--- src/rtl/nv_pingpong_pkg.sv ---
// rtl/nv_pingpong_pkg.sv - shared types and occupancy constants for the ping-pong buffer
package nv_pingpong_pkg;

  typedef logic [1:0] pp_cnt_t;

  localparam int      PP_DEPTH = 2;
  localparam pp_cnt_t PP_FULL  = pp_cnt_t'(PP_DEPTH);
  localparam pp_cnt_t PP_EMPTY = 2'd0;

endpackage

--- src/rtl/nv_pingpong_bank.sv ---
// rtl/nv_pingpong_bank.sv - one DW-wide storage bank with write enable and sync reset value
module nv_pingpong_bank #(
  parameter int            DW      = 32,
  parameter logic [DW-1:0] RST_VAL = '0
) (
  input  logic          clk,
  input  logic          rst,
  input  logic          we,
  input  logic [DW-1:0] d,
  output logic [DW-1:0] q
);

  always_ff @(posedge clk) begin
    if (rst) begin
      q <= RST_VAL;
    end else if (we) begin
      q <= d;
    end
  end

endmodule

--- src/rtl/nv_pingpong_buf.sv ---
// rtl/nv_pingpong_buf.sv - two-entry ping-pong buffer; NV_PINGPONG_BYPASS_EN adds an empty-buffer pass-through
module nv_pingpong_buf
  import nv_pingpong_pkg::*;
#(
  parameter int            DW      = 32,
  parameter logic [DW-1:0] RST_VAL = '0
) (
  input  logic          nvdla_core_clk,
  input  logic          nvdla_core_rst,
  input  logic          in_valid,
  output logic          in_ready,
  input  logic [DW-1:0] in_data,
  output logic          out_valid,
  input  logic          out_ready,
  output logic [DW-1:0] out_data,
  output logic          out_sel,
  output logic [1:0]    count
);

  logic          wr_ptr;
  logic          rd_ptr;
  pp_cnt_t       cnt;
  logic [DW-1:0] bank0_q;
  logic [DW-1:0] bank1_q;
  logic          push;
  logic          pop;
  logic          bypass;

`ifdef NV_PINGPONG_BYPASS_EN
  // Pass-through only when nothing is stored, so ordering is preserved.
  assign bypass = ~nvdla_core_rst & (cnt == PP_EMPTY) & in_valid & out_ready;
`else
  assign bypass = 1'b0;
`endif

  // in_ready depends on registered count only, keeping out_ready off this path.
  assign in_ready  = ~nvdla_core_rst & (cnt != PP_FULL);
  assign out_valid = ~nvdla_core_rst & ((cnt != PP_EMPTY) | bypass);
  assign out_data  = bypass ? in_data : (rd_ptr ? bank1_q : bank0_q);
  assign out_sel   = rd_ptr;
  assign count     = cnt;

  assign push = in_valid & in_ready & ~bypass;
  assign pop  = out_valid & out_ready & ~bypass;

  always_ff @(posedge nvdla_core_clk) begin
    if (nvdla_core_rst) begin
      wr_ptr <= 1'b0;
      rd_ptr <= 1'b0;
      cnt    <= PP_EMPTY;
    end else begin
      if (push) wr_ptr <= ~wr_ptr;
      if (pop)  rd_ptr <= ~rd_ptr;
      case ({push, pop})
        2'b10:   cnt <= cnt + 2'd1;
        2'b01:   cnt <= cnt - 2'd1;
        default: cnt <= cnt;
      endcase
    end
  end

  nv_pingpong_bank #(.DW(DW), .RST_VAL(RST_VAL)) u_bank0 (
    .clk (nvdla_core_clk),
    .rst (nvdla_core_rst),
    .we  (push & ~wr_ptr),
    .d   (in_data),
    .q   (bank0_q)
  );

  nv_pingpong_bank #(.DW(DW), .RST_VAL(RST_VAL)) u_bank1 (
    .clk (nvdla_core_clk),
    .rst (nvdla_core_rst),
    .we  (push & wr_ptr),
    .d   (in_data),
    .q   (bank1_q)
  );

endmodule

--- config.mk ---
export PLATFORM = sky130hd
export DESIGN_NAME = nv_pingpong_buf
export DESIGN_NICKNAME = d
export VERILOG_FILES = /design/src/rtl/nv_pingpong_pkg.sv /design/src/rtl/nv_pingpong_bank.sv /design/src/rtl/nv_pingpong_buf.sv
export SDC_FILE = /design/constraint.sdc
export NUM_CORES = 1
export LEC_CHECK = 0
export ABC_CLOCK_PERIOD_IN_PS = 2200
export CAP_MARGIN = 0
export CORE_ASPECT_RATIO = 0.9
export CORE_UTILIZATION = 50
export DETAILED_ROUTE_END_ITERATION = 10
export PLACE_DENSITY = 0.8
export SETUP_SLACK_MARGIN = 0.5
export SYNTH_ARGS = -nofsm -noshare
export SYNTH_HDL_FRONTEND = slang
export SYNTH_SLANG_ARGS = --single-unit
--- constraint.sdc ---
create_clock -name nvdla_core_clk -period 2.2 [get_ports nvdla_core_clk]
set_clock_uncertainty 0.1 [all_clocks]
set_input_delay 0.44 -clock nvdla_core_clk [delete_from_list [all_inputs] [get_ports nvdla_core_clk]]
set_output_delay 0.44 -clock nvdla_core_clk [all_outputs]
set_load 0.02 [all_outputs]
==> flow_summary.yaml <==
routing:
  vias_per_cell: 6.11
  vias: 2926
  detail-route-antenna-nets: 0
  wl_um: 8440
  wl_per_cell_um: 17.6
  drtPass1Iterations: 6
  drc: 0
  drt-initial-drc-count: 263
clocking:
  cts.clk_slew.worst_paths_ns: 0.07
  clock-sinks: 68
  cts-root-buf: "clkbuf_8"
  cts_hold_buf: 0
  clockBufferDepth: 2
  tritoncts: "yes"
  numCtsBuffers: 9
  insertion_delay_ns: 0.35
  htreeDepth: 3
setup_path:
  cp-end-kind: "output port"
  slowest_stage: "dfxtp_4"
  worstPathRequired_ns: 1.66
  crit-reg2reg-launch: "count[1]"
  cp.arrival_ns: 1.49
  critPathMaxStageDelay_ns: 0.42
  cp_cell_sequence: "buf_12 > clkbuf_16 > mux2_4 > buf_6"
  crit_path_start: "out_sel"
  worstSetupStartpointType: "flop"
  worstSetupPathType: "reg2out"
  cp_max_fo: 6
power:
  vdd_drop_max_v: 0.000637
  seq_power_share_pct: 41.7
  p_comb_share_pct: 26.2
  p_leak_nw: 1.82
  clock_power_share_pct: 32.1
  power.total_mw: 3.27
  p_sw_mw: 0.937
  swShare_pct: 28.7
  intPower_mw: 2.33
  powerDensity_mw_per_mm2: 721
synthesis:
  synth_top_area_share_pct: 42.5
  synth_flop_cell: "dfxtp_1"
  synth_top_cell_by_area: "dfxtp_1"
  async_flop_share_pct: 0
  syn_inst: 322
  synth_cell_types: 32
  synth.top_cells.by_count: "68 x dfxtp_1, 54 x o311ai_1, 32 x inv_1, 32 x mux2_2, 32 x o31ai_1"
  synthesis.area_mm2: 0.00321
  synth.area.top_cells: "dfxtp_1 42%, o311ai_1 15%, mux2_2 11%"
  ys_ff_latch: 68
  yosysSeqAreaShare_pct: 42.5
  synthesis.nets: 359
  syn_area_per_cell_um2: 9.96
  yosysWarnings: 0
  synth_most_common_cell: "dfxtp_1"
  synth_edf_count: 0
finish:
  post-route-util_pct: 73.8
  antennaDiodeCount: 0
  areaGrowthSynthToFinish_pct: 41.5
  drive_gt1_share_pct: 30.6
  num-nets-final: 424
  fin_cells: 479
floorplan:
  pin_count: 73
  die_area_mm2: 0.00674
  die_y_um: 78.0
  start_util_pct: 52.1
  rows: 27
  fp.dieW_um: 86.4
  core_area_mm2: 0.00615
global_routing:
  grt_max_degree: 65
  grt_overflow: 0
  gr-usage-all-layers_pct: 24.9
  grt_antenna_before_repair: 0
  grt_pass1_vias: 2703
  grt_pass1_wl_um: 13100
timing:
  rsz0062_at_grt: "true"
  relSlewSlack_pct: 67.1
  timing.hold.ws_ns: 0.389
  post-route-period-util_pct: 92.3
  min_period_ns: 2.03
  fmax_ghz: 0.493
  hold_violations: 0
  slew_violations: 0
  finalSetupViolCount: 0
  tightest_slew_ns: 0.493
placed_design:
  placedCellCount: 454
  portBuffers: 72
  dp_hpwl_um: 4580
  gp_congestion: 0.727
hold_path:
  hp-start: "u_bank1.q[31]"
  hold_class: "reg2reg"
status:
  status: "completed"
run:
  drv_cap: 0
placed cells by master (no fill, tap or decap), types with 2 or more instances in the layout:
| master | count |
|---|---|
| clkbuf_16 | 2 |
| o31ai_1 | 32 |
| clkdlybuf4s50_1 | 33 |
| nor2b_4 | 2 |
| dfxtp_1 | 65 |
| o311ai_0 | 7 |
| clkinvlp_4 | 2 |
| nor2_1 | 2 |
| clkbuf_8 | 11 |
| dlygate4sd2_1 | 4 |
| o311ai_2 | 3 |
| inv_1 | 32 |
| mux2_2 | 3 |
| buf_16 | 2 |
| inv_2 | 3 |
| clkbuf_1 | 2 |
| dfxtp_4 | 2 |
| buf_12 | 8 |
| o21ai_0 | 12 |
| mux2_4 | 29 |
| buf_6 | 35 |
| buf_2 | 2 |
| o21ai_1 | 21 |
| buf_4 | 7 |
| o311ai_1 | 54 |
repair_timing:
item	CTS	global route
resized for setup	152	95
endpoints found under the setup margin	38	35
buffers inserted	5	0
cloned	2	2
layout make-up:
| cell class | instances | area (µm²) |
|---|---|---|
| multi-input cells | 179 | 1620 |
| clock buffers | 13 | 159 |
| repair buffers | 94 | 1100 |
| fillers | 447 | 1610 |
| well taps | 87 | 109 |
| flip-flops and latches | 68 | 1370 |
| clock inverters | 3 | 45.0 |
| inverters | 35 | 131 |
worst paths after layout:
check	end	slack, ns	cells after the start
max reg2reg	count[1]	0.54	6
min	u_bank1.q[31]	0.39	2
max	out_data[16]	0.17	4
min reg2reg	u_bank1.q[31]	0.39	2
per-stage QoR:
stage | area (µm²) | setup TNS, ns | worst slack, ns
2_1_floorplan | 3250 | 0 | 0.476
3_3_place_gp | 4020 | -0.0528 | -0.0528
3_5_place_dp | 4020 | -0.0685 | -0.0685
4_1_cts | 4180 | 0 | 0.167
5_1_grt | 4540 | 0 | 0.132
6_report | 4540 | 0 | 0.170
registers in the layout, summed over array words and instances, names as in the netlist:
| signal | cells |
|---|---|
| out_sel | 1 |
| u_bank1.q | 32 |
| u_bank0.q | 32 |
| wr_ptr | 1 |
| count | 2 |
kinds of logic after synthesis:
group | after synthesis | synth area share, %
xor+xnor | 2 | 0.547
buf+inv | 75 | 11.4
fa+ha+maj | 1 | 0.390
simple gates | 10 | 1.95
compound gates | 133 | 31.7
flops | 68 | 42.5
mux | 33 | 11.6
critical path, delay by kind of cell, from the launching register on:
kind	cells	cell delay, ns
flops	1	0.42
buf+inv	3	0.41
mux	1	0.31
power by group through the flow:
stage / sequential (mW) / clock [mW] / combinational [mW]
4_1_cts: 1.36 / 1.06 / 0.701
3_5_place_dp: 1.38 / 0 / 0.696
6_report: 1.36 / 1.05 / 0.856
3_3_place_gp: 1.38 / 0 / 0.693
5_1_grt: 1.37 / 1.11 / 0.899
2_1_floorplan: 1.38 / 0 / 0.426
metal layers:
layer	wire length, µm	global-route usage (%)
met1	3630	32.5
met2	4130	40.5
met3	587	6.81
met4	87	6.50
met5	0	0
No activity file was read; power rests on OpenSTA's default activity.
